`src/rtl/write_offset_translator_pkg.sv`:
```
// Shared definitions for the write-address offset translator and its helpers.
// The address-range constants are the default memory map; the top-level
// parameters start from them and a particular instance may override them.
package write_offset_translator_pkg;

  localparam int WORD_WIDTH_DEFAULT          = 36;
  localparam int WRITE_ADDR_WIDTH_DEFAULT    = 12;
  localparam int THREAD_COUNT_DEFAULT        = 8;
  localparam int THREAD_ADDR_WIDTH_DEFAULT   = 3;
  localparam int INITIAL_THREAD_DEFAULT      = 0;

  // High-Mem, I/O and offset-table placement in the write address space
  localparam int OFFSETS_H_ADDR_BASE_DEFAULT = 0;
  localparam int H_WRITE_ADDR_OFFSET_DEFAULT = 0;
  localparam int H_DEPTH_DEFAULT             = 0;
  localparam int IO_ADDR_BASE_DEFAULT        = 0;
  localparam int IO_ADDR_COUNT_DEFAULT       = 0;

  typedef logic [THREAD_ADDR_WIDTH_DEFAULT-1:0] thread_id_t;

  // True when addr lies in [base, base+count-1]; an empty range never matches
  function automatic logic in_range(input logic [31:0] addr,
                                    input logic [31:0] base,
                                    input logic [31:0] count);
    logic [31:0] delta;
    delta = addr - base;
    return (addr >= base) && (delta < count);
  endfunction

endpackage

```
`src/rtl/write_offset_translator_if.sv`:
```
// Write-path bus between the pipeline and the translator: raw writes travel
// in, translated writes (tagged with their issuing thread) travel out.
interface write_offset_translator_if
  import write_offset_translator_pkg::*;
#(
  parameter int WORD_WIDTH        = WORD_WIDTH_DEFAULT,
  parameter int WRITE_ADDR_WIDTH  = WRITE_ADDR_WIDTH_DEFAULT,
  parameter int THREAD_ADDR_WIDTH = THREAD_ADDR_WIDTH_DEFAULT
);

  logic                         in_valid;
  logic [WRITE_ADDR_WIDTH-1:0]  in_addr;
  logic [WORD_WIDTH-1:0]        in_data;

  logic                         out_valid;
  logic [WRITE_ADDR_WIDTH-1:0]  out_addr;
  logic [WORD_WIDTH-1:0]        out_data;
  logic [THREAD_ADDR_WIDTH-1:0] out_thread;

  // Upstream/downstream side: issues raw writes and consumes translated ones
  modport master (
    output in_valid, in_addr, in_data,
    input  out_valid, out_addr, out_data, out_thread
  );

  // Translator side: consumes raw writes and issues translated ones
  modport slave (
    input  in_valid, in_addr, in_data,
    output out_valid, out_addr, out_data, out_thread
  );

endinterface

```
`src/rtl/write_offset_translator_thread_counter.sv`:
```
// Round-robin hardware thread counter. Advances every cycle regardless of
// traffic and wraps from THREAD_COUNT-1 back to 0; reusable by any block that
// needs to know which thread owns the current cycle.
module thread_counter #(
  parameter int THREAD_COUNT      = 8,
  parameter int THREAD_ADDR_WIDTH = 3,
  parameter int INITIAL_THREAD    = 0
) (
  input  logic                         clock,
  input  logic                         reset_n,
  output logic [THREAD_ADDR_WIDTH-1:0] thread_out
);

  localparam logic [THREAD_ADDR_WIDTH-1:0] LAST_THREAD  = THREAD_ADDR_WIDTH'(THREAD_COUNT - 1);
  localparam logic [THREAD_ADDR_WIDTH-1:0] FIRST_THREAD = THREAD_ADDR_WIDTH'(INITIAL_THREAD);
  localparam logic [THREAD_ADDR_WIDTH-1:0] ONE          = THREAD_ADDR_WIDTH'(1);

  logic [THREAD_ADDR_WIDTH-1:0] count_q;
  logic [THREAD_ADDR_WIDTH-1:0] count_d;

  // Next thread: step by one, wrapping after the last thread
  always_comb begin
    count_d = count_q + ONE;
    if (count_q == LAST_THREAD) begin
      count_d = '0;
    end
  end

  // Counter register; reset parks it on the initial thread
  always_ff @(posedge clock or negedge reset_n) begin
    if (!reset_n) begin
      count_q <= FIRST_THREAD;
    end else begin
      count_q <= count_d;
    end
  end

  assign thread_out = count_q;

endmodule

```
`src/rtl/write_offset_translator.sv`:
```
// Per-thread offset translation for the write-address path. Writes outside
// High-Mem and I/O get the issuing thread's private-data offset added so
// shared code lands in per-thread data. The per-thread offset table lives in
// flops (so reset can clear it) and is programmed by writes into its window
// inside High-Mem. Two-stage pipeline: stage 1 captures the write, the range
// decision and the thread's offset; stage 2 captures the final address.
module write_offset_translator
  import write_offset_translator_pkg::*;
#(
  parameter int WORD_WIDTH          = WORD_WIDTH_DEFAULT,
  parameter int WRITE_ADDR_WIDTH    = WRITE_ADDR_WIDTH_DEFAULT,
  parameter int OFFSETS_H_ADDR_BASE = OFFSETS_H_ADDR_BASE_DEFAULT,
  parameter int H_WRITE_ADDR_OFFSET = H_WRITE_ADDR_OFFSET_DEFAULT,
  parameter int H_DEPTH             = H_DEPTH_DEFAULT,
  parameter int IO_ADDR_BASE        = IO_ADDR_BASE_DEFAULT,
  parameter int IO_ADDR_COUNT       = IO_ADDR_COUNT_DEFAULT,
  parameter int THREAD_COUNT        = THREAD_COUNT_DEFAULT,
  parameter int THREAD_ADDR_WIDTH   = THREAD_ADDR_WIDTH_DEFAULT,
  parameter int INITIAL_THREAD      = INITIAL_THREAD_DEFAULT
) (
  input logic                      clock,
  input logic                      reset_n,
  write_offset_translator_if.slave bus
);

  localparam int AW  = WRITE_ADDR_WIDTH;
  localparam int WW  = WORD_WIDTH;
  localparam int TAW = THREAD_ADDR_WIDTH;

  // Thread owning the current cycle
  logic [TAW-1:0] thread_now;

  thread_counter #(
    .THREAD_COUNT      (THREAD_COUNT),
    .THREAD_ADDR_WIDTH (TAW),
    .INITIAL_THREAD    (INITIAL_THREAD)
  ) u_thread_counter (
    .clock      (clock),
    .reset_n    (reset_n),
    .thread_out (thread_now)
  );

  // Range decode of the incoming raw address
  logic in_hmem;
  logic in_io;
  logic in_table;
  logic raw_now;

  // Offset table
  logic [AW-1:0] offset_q [THREAD_COUNT];
  logic [AW-1:0] offset_d [THREAD_COUNT];

  // Stage 1 registers
  logic           s1_valid_q,  s1_valid_d;
  logic [AW-1:0]  s1_addr_q,   s1_addr_d;
  logic [WW-1:0]  s1_data_q,   s1_data_d;
  logic [TAW-1:0] s1_thread_q, s1_thread_d;
  logic           s1_raw_q,    s1_raw_d;
  logic [AW-1:0]  s1_offset_q, s1_offset_d;

  // Stage 2 registers (drive the outputs directly)
  logic           s2_valid_q,  s2_valid_d;
  logic [AW-1:0]  s2_addr_q,   s2_addr_d;
  logic [WW-1:0]  s2_data_q,   s2_data_d;
  logic [TAW-1:0] s2_thread_q, s2_thread_d;

  // Classify the raw address: High-Mem xor I/O passes untranslated
  always_comb begin
    in_hmem  = in_range(32'(bus.in_addr), H_WRITE_ADDR_OFFSET, H_DEPTH);
    in_io    = in_range(32'(bus.in_addr), IO_ADDR_BASE, IO_ADDR_COUNT);
    in_table = bus.in_valid && in_range(32'(bus.in_addr), OFFSETS_H_ADDR_BASE, THREAD_COUNT);
    raw_now  = in_hmem ^ in_io;
  end

  // Table update: a valid write into the table window loads the addressed entry
  always_comb begin
    offset_d = offset_q;
    for (int i = 0; i < THREAD_COUNT; i++) begin
      if (in_table && (32'(bus.in_addr) == 32'(OFFSETS_H_ADDR_BASE + i))) begin
        offset_d[i] = bus.in_data[AW-1:0];
      end
    end
  end

  // Offset table flops; reset clears every entry
  always_ff @(posedge clock or negedge reset_n) begin
    if (!reset_n) begin
      for (int i = 0; i < THREAD_COUNT; i++) begin
        offset_q[i] <= '0;
      end
    end else begin
      offset_q <= offset_d;
    end
  end

  // Stage 1 capture; the offset is read from the current table contents, so
  // an update in this same cycle is only seen by later translations
  always_comb begin
    s1_valid_d  = bus.in_valid;
    s1_addr_d   = bus.in_addr;
    s1_data_d   = bus.in_data;
    s1_thread_d = thread_now;
    s1_raw_d    = raw_now;
    s1_offset_d = offset_q[thread_now];
  end

  // Stage 1 registers
  always_ff @(posedge clock or negedge reset_n) begin
    if (!reset_n) begin
      s1_valid_q  <= 1'b0;
      s1_addr_q   <= '0;
      s1_data_q   <= '0;
      s1_thread_q <= '0;
      s1_raw_q    <= 1'b0;
      s1_offset_q <= '0;
    end else begin
      s1_valid_q  <= s1_valid_d;
      s1_addr_q   <= s1_addr_d;
      s1_data_q   <= s1_data_d;
      s1_thread_q <= s1_thread_d;
      s1_raw_q    <= s1_raw_d;
      s1_offset_q <= s1_offset_d;
    end
  end

  // Stage 2: pick raw address or address plus offset, carry out dropped
  always_comb begin
    s2_valid_d  = s1_valid_q;
    s2_data_d   = s1_data_q;
    s2_thread_d = s1_thread_q;
    s2_addr_d   = s1_addr_q + s1_offset_q;
    if (s1_raw_q) begin
      s2_addr_d = s1_addr_q;
    end
  end

  // Stage 2 registers
  always_ff @(posedge clock or negedge reset_n) begin
    if (!reset_n) begin
      s2_valid_q  <= 1'b0;
      s2_addr_q   <= '0;
      s2_data_q   <= '0;
      s2_thread_q <= '0;
    end else begin
      s2_valid_q  <= s2_valid_d;
      s2_addr_q   <= s2_addr_d;
      s2_data_q   <= s2_data_d;
      s2_thread_q <= s2_thread_d;
    end
  end

  assign bus.out_valid  = s2_valid_q;
  assign bus.out_addr   = s2_addr_q;
  assign bus.out_data   = s2_data_q;
  assign bus.out_thread = s2_thread_q;

endmodule

```
`src/flat_wrapper.sv`:
```
// flat-port wrapper written by rule: the top's interface ports become plain ports
module write_offset_translator_flat import write_offset_translator_pkg::*;
#(
  parameter int WORD_WIDTH          = WORD_WIDTH_DEFAULT,
  parameter int WRITE_ADDR_WIDTH    = WRITE_ADDR_WIDTH_DEFAULT,
  parameter int OFFSETS_H_ADDR_BASE = OFFSETS_H_ADDR_BASE_DEFAULT,
  parameter int H_WRITE_ADDR_OFFSET = H_WRITE_ADDR_OFFSET_DEFAULT,
  parameter int H_DEPTH             = H_DEPTH_DEFAULT,
  parameter int IO_ADDR_BASE        = IO_ADDR_BASE_DEFAULT,
  parameter int IO_ADDR_COUNT       = IO_ADDR_COUNT_DEFAULT,
  parameter int THREAD_COUNT        = THREAD_COUNT_DEFAULT,
  parameter int THREAD_ADDR_WIDTH   = THREAD_ADDR_WIDTH_DEFAULT,
  parameter int INITIAL_THREAD      = INITIAL_THREAD_DEFAULT
)
  (clock, reset_n, bus_in_valid, bus_in_addr, bus_in_data, bus_out_valid, bus_out_addr, bus_out_data, bus_out_thread);
  write_offset_translator_if #(.WORD_WIDTH(WORD_WIDTH), .WRITE_ADDR_WIDTH(WRITE_ADDR_WIDTH), .THREAD_ADDR_WIDTH(THREAD_ADDR_WIDTH)) bus_i ();
  input logic clock;
  input logic reset_n;
  input wire logic [$bits(bus_i.in_valid)-1:0] bus_in_valid;
  input wire logic [$bits(bus_i.in_addr)-1:0] bus_in_addr;
  input wire logic [$bits(bus_i.in_data)-1:0] bus_in_data;
  output wire logic [$bits(bus_i.out_valid)-1:0] bus_out_valid;
  output wire logic [$bits(bus_i.out_addr)-1:0] bus_out_addr;
  output wire logic [$bits(bus_i.out_data)-1:0] bus_out_data;
  output wire logic [$bits(bus_i.out_thread)-1:0] bus_out_thread;
  assign bus_i.in_valid = bus_in_valid;
  assign bus_i.in_addr = bus_in_addr;
  assign bus_i.in_data = bus_in_data;
  assign bus_out_valid = bus_i.out_valid;
  assign bus_out_addr = bus_i.out_addr;
  assign bus_out_data = bus_i.out_data;
  assign bus_out_thread = bus_i.out_thread;
  write_offset_translator #(.WORD_WIDTH(WORD_WIDTH), .WRITE_ADDR_WIDTH(WRITE_ADDR_WIDTH), .OFFSETS_H_ADDR_BASE(OFFSETS_H_ADDR_BASE), .H_WRITE_ADDR_OFFSET(H_WRITE_ADDR_OFFSET), .H_DEPTH(H_DEPTH), .IO_ADDR_BASE(IO_ADDR_BASE), .IO_ADDR_COUNT(IO_ADDR_COUNT), .THREAD_COUNT(THREAD_COUNT), .THREAD_ADDR_WIDTH(THREAD_ADDR_WIDTH), .INITIAL_THREAD(INITIAL_THREAD)) u_core (.clock(clock), .reset_n(reset_n), .bus(bus_i));
endmodule
```
`config.mk`:
```
export PLATFORM = sky130hd
export DESIGN_NAME = write_offset_translator_flat
export DESIGN_NICKNAME = d
export VERILOG_FILES = /design/src/rtl/write_offset_translator_pkg.sv /design/src/rtl/write_offset_translator_if.sv /design/src/rtl/write_offset_translator_thread_counter.sv /design/src/rtl/write_offset_translator.sv /design/src/flat_wrapper.sv
export SDC_FILE = /design/constraint.sdc
export NUM_CORES = 1
export LEC_CHECK = 0
export ABC_AREA = 1
export CORE_ASPECT_RATIO = 0.8
export CORE_MARGIN = 2
export CORE_UTILIZATION = 55
export CTS_CLUSTER_DIAMETER = 100
export DETAILED_ROUTE_END_ITERATION = 12
export PLACE_DENSITY_LB_ADDON = 0.05
export SYNTH_ARGS = -nofsm -noshare
export SYNTH_HDL_FRONTEND = slang
export SYNTH_HIERARCHICAL = 1
export SYNTH_SLANG_ARGS = --single-unit
```
`constraint.sdc`:
```
create_clock -name clock -period 1.7 [get_ports clock]
set_input_delay 0.34 -clock clock [delete_from_list [all_inputs] [get_ports clock]]
set_output_delay 0.34 -clock clock [all_outputs]
set_load 0.05 [all_outputs]
```
* Word-level counts from Yosys, hierarchy flattened
Cells that the tools add are included.
** Word-level totals
- Register bits :: 215
- Input bits :: 51
- Output and inout bits :: 52
- Word-level logic and storage cells :: 45
** Cells by class
- $add $sub $neg :: 2
- Magnitude comparators :: 2
- Equality and inequality tests :: 8
- Mux-type cells :: 4
- Bitwise gates (word level) :: 1
- Reductions and logical operators :: 10
** Operators with widths (number)
- $eq A12 B3 Y1 const B :: 4
- $bmux W12 S3 :: 1
- $eq A12 B2 Y1 const B :: 2
- $mux W12 :: 2
- $add A12 B12 Y12 :: 1
- $eq A12 B1 Y1 const B :: 1
- $logic_not A12 Y1 :: 1
- $lt A12 B4 Y1 const B :: 1
- $logic_and A1 B1 Y1 :: 9
- $ge A4 B4 Y1 const B :: 1
- $not A3 Y4 :: 1
- $add A3 B1 Y3 const B :: 1
- $eq A3 B3 Y1 const B :: 1
- $mux W3 :: 1

* Depth between registers and ports, before layout
- Depth after elaboration :: 4
- Depth in mapped cells :: 9

* By module
Netlist, hierarchy kept.
** By module, submodules not included
- write_offset_translator :: instances 1, cells an instance 831, area each 8373.0 um2, sequential area each 5305.1 um2
- thread_counter :: instances 1, cells an instance 6, area each 103.8 um2, sequential area each 75.1 um2

* Worst setup path before layout
No wires, ideal clock.
- Path type :: register to register
- Start :: register u_core.s1_addr_q[0]
- End :: register u_core.s2_addr_q[8] (netlist: u_core/bus.out_addr[8])
- Data arrival time :: 1360 ps
- Data required time :: 1583 ps
- Slack :: 223 ps
- Cell stages (with the launch flop) :: 9
- Path buffers :: 0
- Cell sequence :: dfrtp_1 ha_1 fa_1 nand2_1 nand3_1 nand3_1 nand2_1 nand2_1 nand2_1
** Between the ends
- Cells in the longest elaborated chain, start to end :: 1
** Ends and longest elaborated chain
- start: declaration :: RTL line write_offset_translator.sv:55 : logic [AW-1:0] s1_addr_q, s1_addr_d;
- start signal: assignment :: RTL line write_offset_translator.sv:118 : s1_addr_q <= s1_addr_d;
- $add A12 B12 Y12 :: RTL line write_offset_translator.sv:131 : s2_addr_d = s1_addr_q + s1_offset_q;
- net u_core.s2_addr_d[8] :: RTL line write_offset_translator.sv:63 : logic [AW-1:0] s2_addr_q, s2_addr_d;
- end signal: assignment :: RTL line write_offset_translator.sv:146 : s2_addr_q <= s2_addr_d;
- end: declaration :: RTL line write_offset_translator.sv:63
The timed path passes the listed nets, and every way through them passes these cells.
A chain may end at the register's enable or synchronous reset.

* Worst setup path after layout
Ends and elaborated chain as after synthesis.

==> impl_metrics.py <==
metrics = {
    "status": {
        "status": "complete, no violations",
    },
    "clock_network": {
        "clk_latency_ns": 0.49,
        "cts_buffers": 21,
        "cts_tree": "yes",
        "postCtsSetupBuffers": 0,
        "clk_pin_slew_ns": 0.06,
        "cts.htree.levels": 1,
        "clockBufferDepth": 3,
        "cts.sinks": 215,
        "clockRootBuffer": "clkbuf_16",
    },
    "floorplanning": {
        "floorplan.rows": 40,
        "initial_core_util_pct": 56.3,
        "dieArea_um2": 16400,
        "io_pins": 103,
        "fp.dieH_um": 115,
        "core-area_um2": 15100,
        "die_w_um": 143,
    },
    "drt": {
        "drc": 0,
        "ant_nets": 0,
        "first_pass_iters": 6,
        "dr.first_iter.drc_count": 499,
        "drt-total-wl_um": 17600,
        "wl_per_cell_um": 14.9,
        "vias": 5962,
        "viasPerCell": 5.06,
    },
    "final_layout": {
        "area_growth_pct": 23.2,
        "drive_gt1_share_pct": 15.3,
        "diodes": 0,
        "multi_input_area_um2": 2440,
        "layout.nets": 1019,
        "final_core_util_pct": 69.3,
        "fill_cells": 1116,
        "seq_area_um2": 5380,
    },
    "logic_synthesis": {
        "synth_edf_count": 0,
        "ys_types": 27,
        "ys.warnings.count": 6,
        "synthArstFlopShare_pct": 100,
        "synth_cells": 837,
        "syn_area_um2": 8480,
        "synthTopCellsByCount": "dfrtp_1 (215), nand2_1 (187), inv_1 (109)",
        "synth_fp_nets": 902,
        "ys_seq_area_share_pct": 63.5,
        "yosysTopAreaCellShare_pct": 63.5,
        "synth_seq_cells": 215,
        "synthTopCellsByArea": "dfrtp_1 (63%), nand2_1 (8.3%), o21ai_1 (5.0%)",
        "yosysMostFrequentCell": "dfrtp_1",
        "synth_flop_cell": "dfrtp_1",
        "synth.avg_cell_area_um2": 10.1,
        "yosys.area.top_type": "dfrtp_1",
    },
    "setup_path": {
        "max_stage_delay_ns": 0.41,
        "end_kind": "register",
        "crit_type": "reg -> reg",
        "required_ns": 2.07,
        "critPathLaunchType": "register",
        "crit_arrival_ns": 1.95,
        "path_cells": "ha_1, fa_2, nand2_1, nand3_1, nand3_1, nand2_1, nand2_1, nand2_1",
        "path_buf_inv": 0,
        "crit_family": "adder cells",
        "cp_common_cell": "nand2_1",
        "critical_path.slowest_cell": "fa_2",
        "crit_fanout": 4,
    },
    "placed_design": {
        "gp_congestion": 0.825,
        "place_hpwl_um": 12000,
        "place_ws_ns": -0.365,
        "numPortBuffers": 102,
    },
    "sta": {
        "fin_ws_ns": 0.126,
        "period_share_pct": 92.6,
        "finalSetupViolCount": 0,
        "period_needed_ns": 1.57,
        "fmax_ghz": 0.635,
        "fin_skew_ns": 0.0163,
        "hold_violations": 0,
        "tightest_slew_ns": 0.477,
        "hold_ws_ns": 0.281,
        "fin_setup_tns_ns": 0,
        "slew_viol_final": 0,
        "maxSlewHeadroom_pct": 68.2,
    },
    "pwr": {
        "p_per_area_nw_per_um2": 1040,
        "vdd_drop_max_v": 0.000808,
        "cellLeakagePower_nw": 5.05,
    },
    "global_routing": {
        "grt_remaining_overflow": 0,
        "grt_pass1_vias": 6052,
        "grt_max_degree": 64,
        "grt_pass1_wl_um": 29700,
        "grt_antenna_before_repair": 0,
        "grt.total_usage_pct": 22.7,
    },
    "job": {
        "cap_violations": 0,
    },
    "min_path": {
        "worstHoldPathType": "in -> reg",
    },
}
-- per-stage QoR --
step           total power [mW]  instances  cell area [µm²]
2_1_floorplan              5.67        837             8480
3_3_place_gp               6.08       1140             9690
3_5_place_dp               6.09       1140             9690
4_1_cts                    10.9       1179            10400
5_1_grt                    11.2       1179            10400
6_report                   10.8       1179            10400
-- path summary, 6_finish.rpt --
kind / from / to / slack, ns / cells after the start
setup / recovery: u_core/s1_addr_q[0] / u_core/bus.out_addr[8] / 0.13 / 8
hold / removal: bus_in_data[31] / u_core/s1_data_q[31] / 0.28 / 1
setup reg to reg: u_core/s1_addr_q[0] / u_core/bus.out_addr[8] / 0.13 / 8
hold reg to reg: u_core/s1_data_q[9] / u_core/bus.out_data[9] / 0.35 / 0
max in group asynchronous: reset_n / u_core/offset_q[75] / 0.81 / 3
min in group asynchronous: reset_n / u_core/s1_data_q[27] / 0.32 / 2
-- state kept, by name, summed over array words and instances, names as in the netlist --
signal                              cells
u_core/bus.out_addr                    12
u_core/bus.out_data                    36
u_core/bus.out_thread                   3
u_core/bus.out_valid                    1
u_core/offset_q                        96
u_core/s1_addr_q                       12
u_core/s1_data_q                       36
u_core/s1_offset_q                     12
u_core/s1_thread_q                      3
u_core/s1_valid_q                       1
u_core/u_thread_counter/thread_out      3
-- worst register-to-register path: stages, from the launching register on --
cell     delay, ns
dfrtp_1       0.37
ha_1          0.25
fa_2          0.41
nand2_1       0.08
nand3_1       0.08
nand3_1       0.10
nand2_1       0.06
nand2_1       0.07
nand2_1       0.05
-- power by group --
| part | total (mW) | leakage, nW | switching [mW] | internal [mW] |
|---|---|---|---|---|
| logic | 0.716 | 2.11 | 0.476 | 0.240 |
| registers | 5.27 | 2.58 | 0.0340 | 5.24 |
| clock network | 4.83 | 0.363 | 1.83 | 3.00 |
| total | 10.8 | 5.05 | 2.34 | 8.48 |
-- timing repair --
| item | 4_1_cts | 5_1_grt |
|---|---|---|
| resized for setup | 0 | 2 |
| endpoints found under the setup margin | 0 | 1 |
| hold buffers | 1 | 0 |
| hold endpoints to repair | 24 | 0 |
-- cell type report --
type / count / share of cell area (%)
multi-input cells: 479 / 23.4
clock buffers: 32 / 6.00
inverters: 110 / 3.95
flip-flops and latches: 215 / 51.5
well taps: 210 / 2.52
repair buffers: 127 / 11.6
clock inverters: 6 / 1.04
-- cell usage in the layout (no fill, tap or decap), types with 2 or more instances in the layout --
cell type | netlist | final
bufinv_16 | 0 | 3
inv_1 | 109 | 109
buf_12 | 0 | 10
nand2_4 | 3 | 3
nand2_1 | 187 | 187
xor2_1 | 6 | 6
nand3_4 | 5 | 5
dfrtp_1 | 215 | 215
nand3_1 | 12 | 12
clkbuf_8 | 0 | 7
clkbuf_1 | 9 | 5
clkinv_2 | 0 | 2
clkbuf_16 | 0 | 21
buf_4 | 0 | 66
ha_1 | 13 | 13
o21ai_0 | 64 | 64
a21oi_1 | 28 | 27
clkdlybuf4s50_1 | 0 | 49
o21ai_2 | 19 | 19
nor2_2 | 3 | 3
nor2_1 | 44 | 44
nand4_1 | 3 | 3
o21ai_1 | 85 | 85
-- kinds of logic (layout without fill, tap and decap cells) --
logic type	count (synthesis)	after routing	synth area share (%)
AO/OA/AOI/OAI	196	196	12.4
XOR/XNOR	7	7	0.723
adder cells (fa/ha/maj)	14	14	2.16
buffers and inverters	143	275	7.79
flip-flops	215	215	63.5
AND/OR/NAND/NOR	262	262	13.4
-- layer usage --
metal	vias to the layer above	routed length, µm	global-route usage (%)
li1	2890	-	-
met1	2852	7960	31.8
met2	183	8290	37.1
met3	37	955	3.62
met4	0	391	7.13
met5	-	0	0
Note: power is estimated with default switching activity, not from simulation.
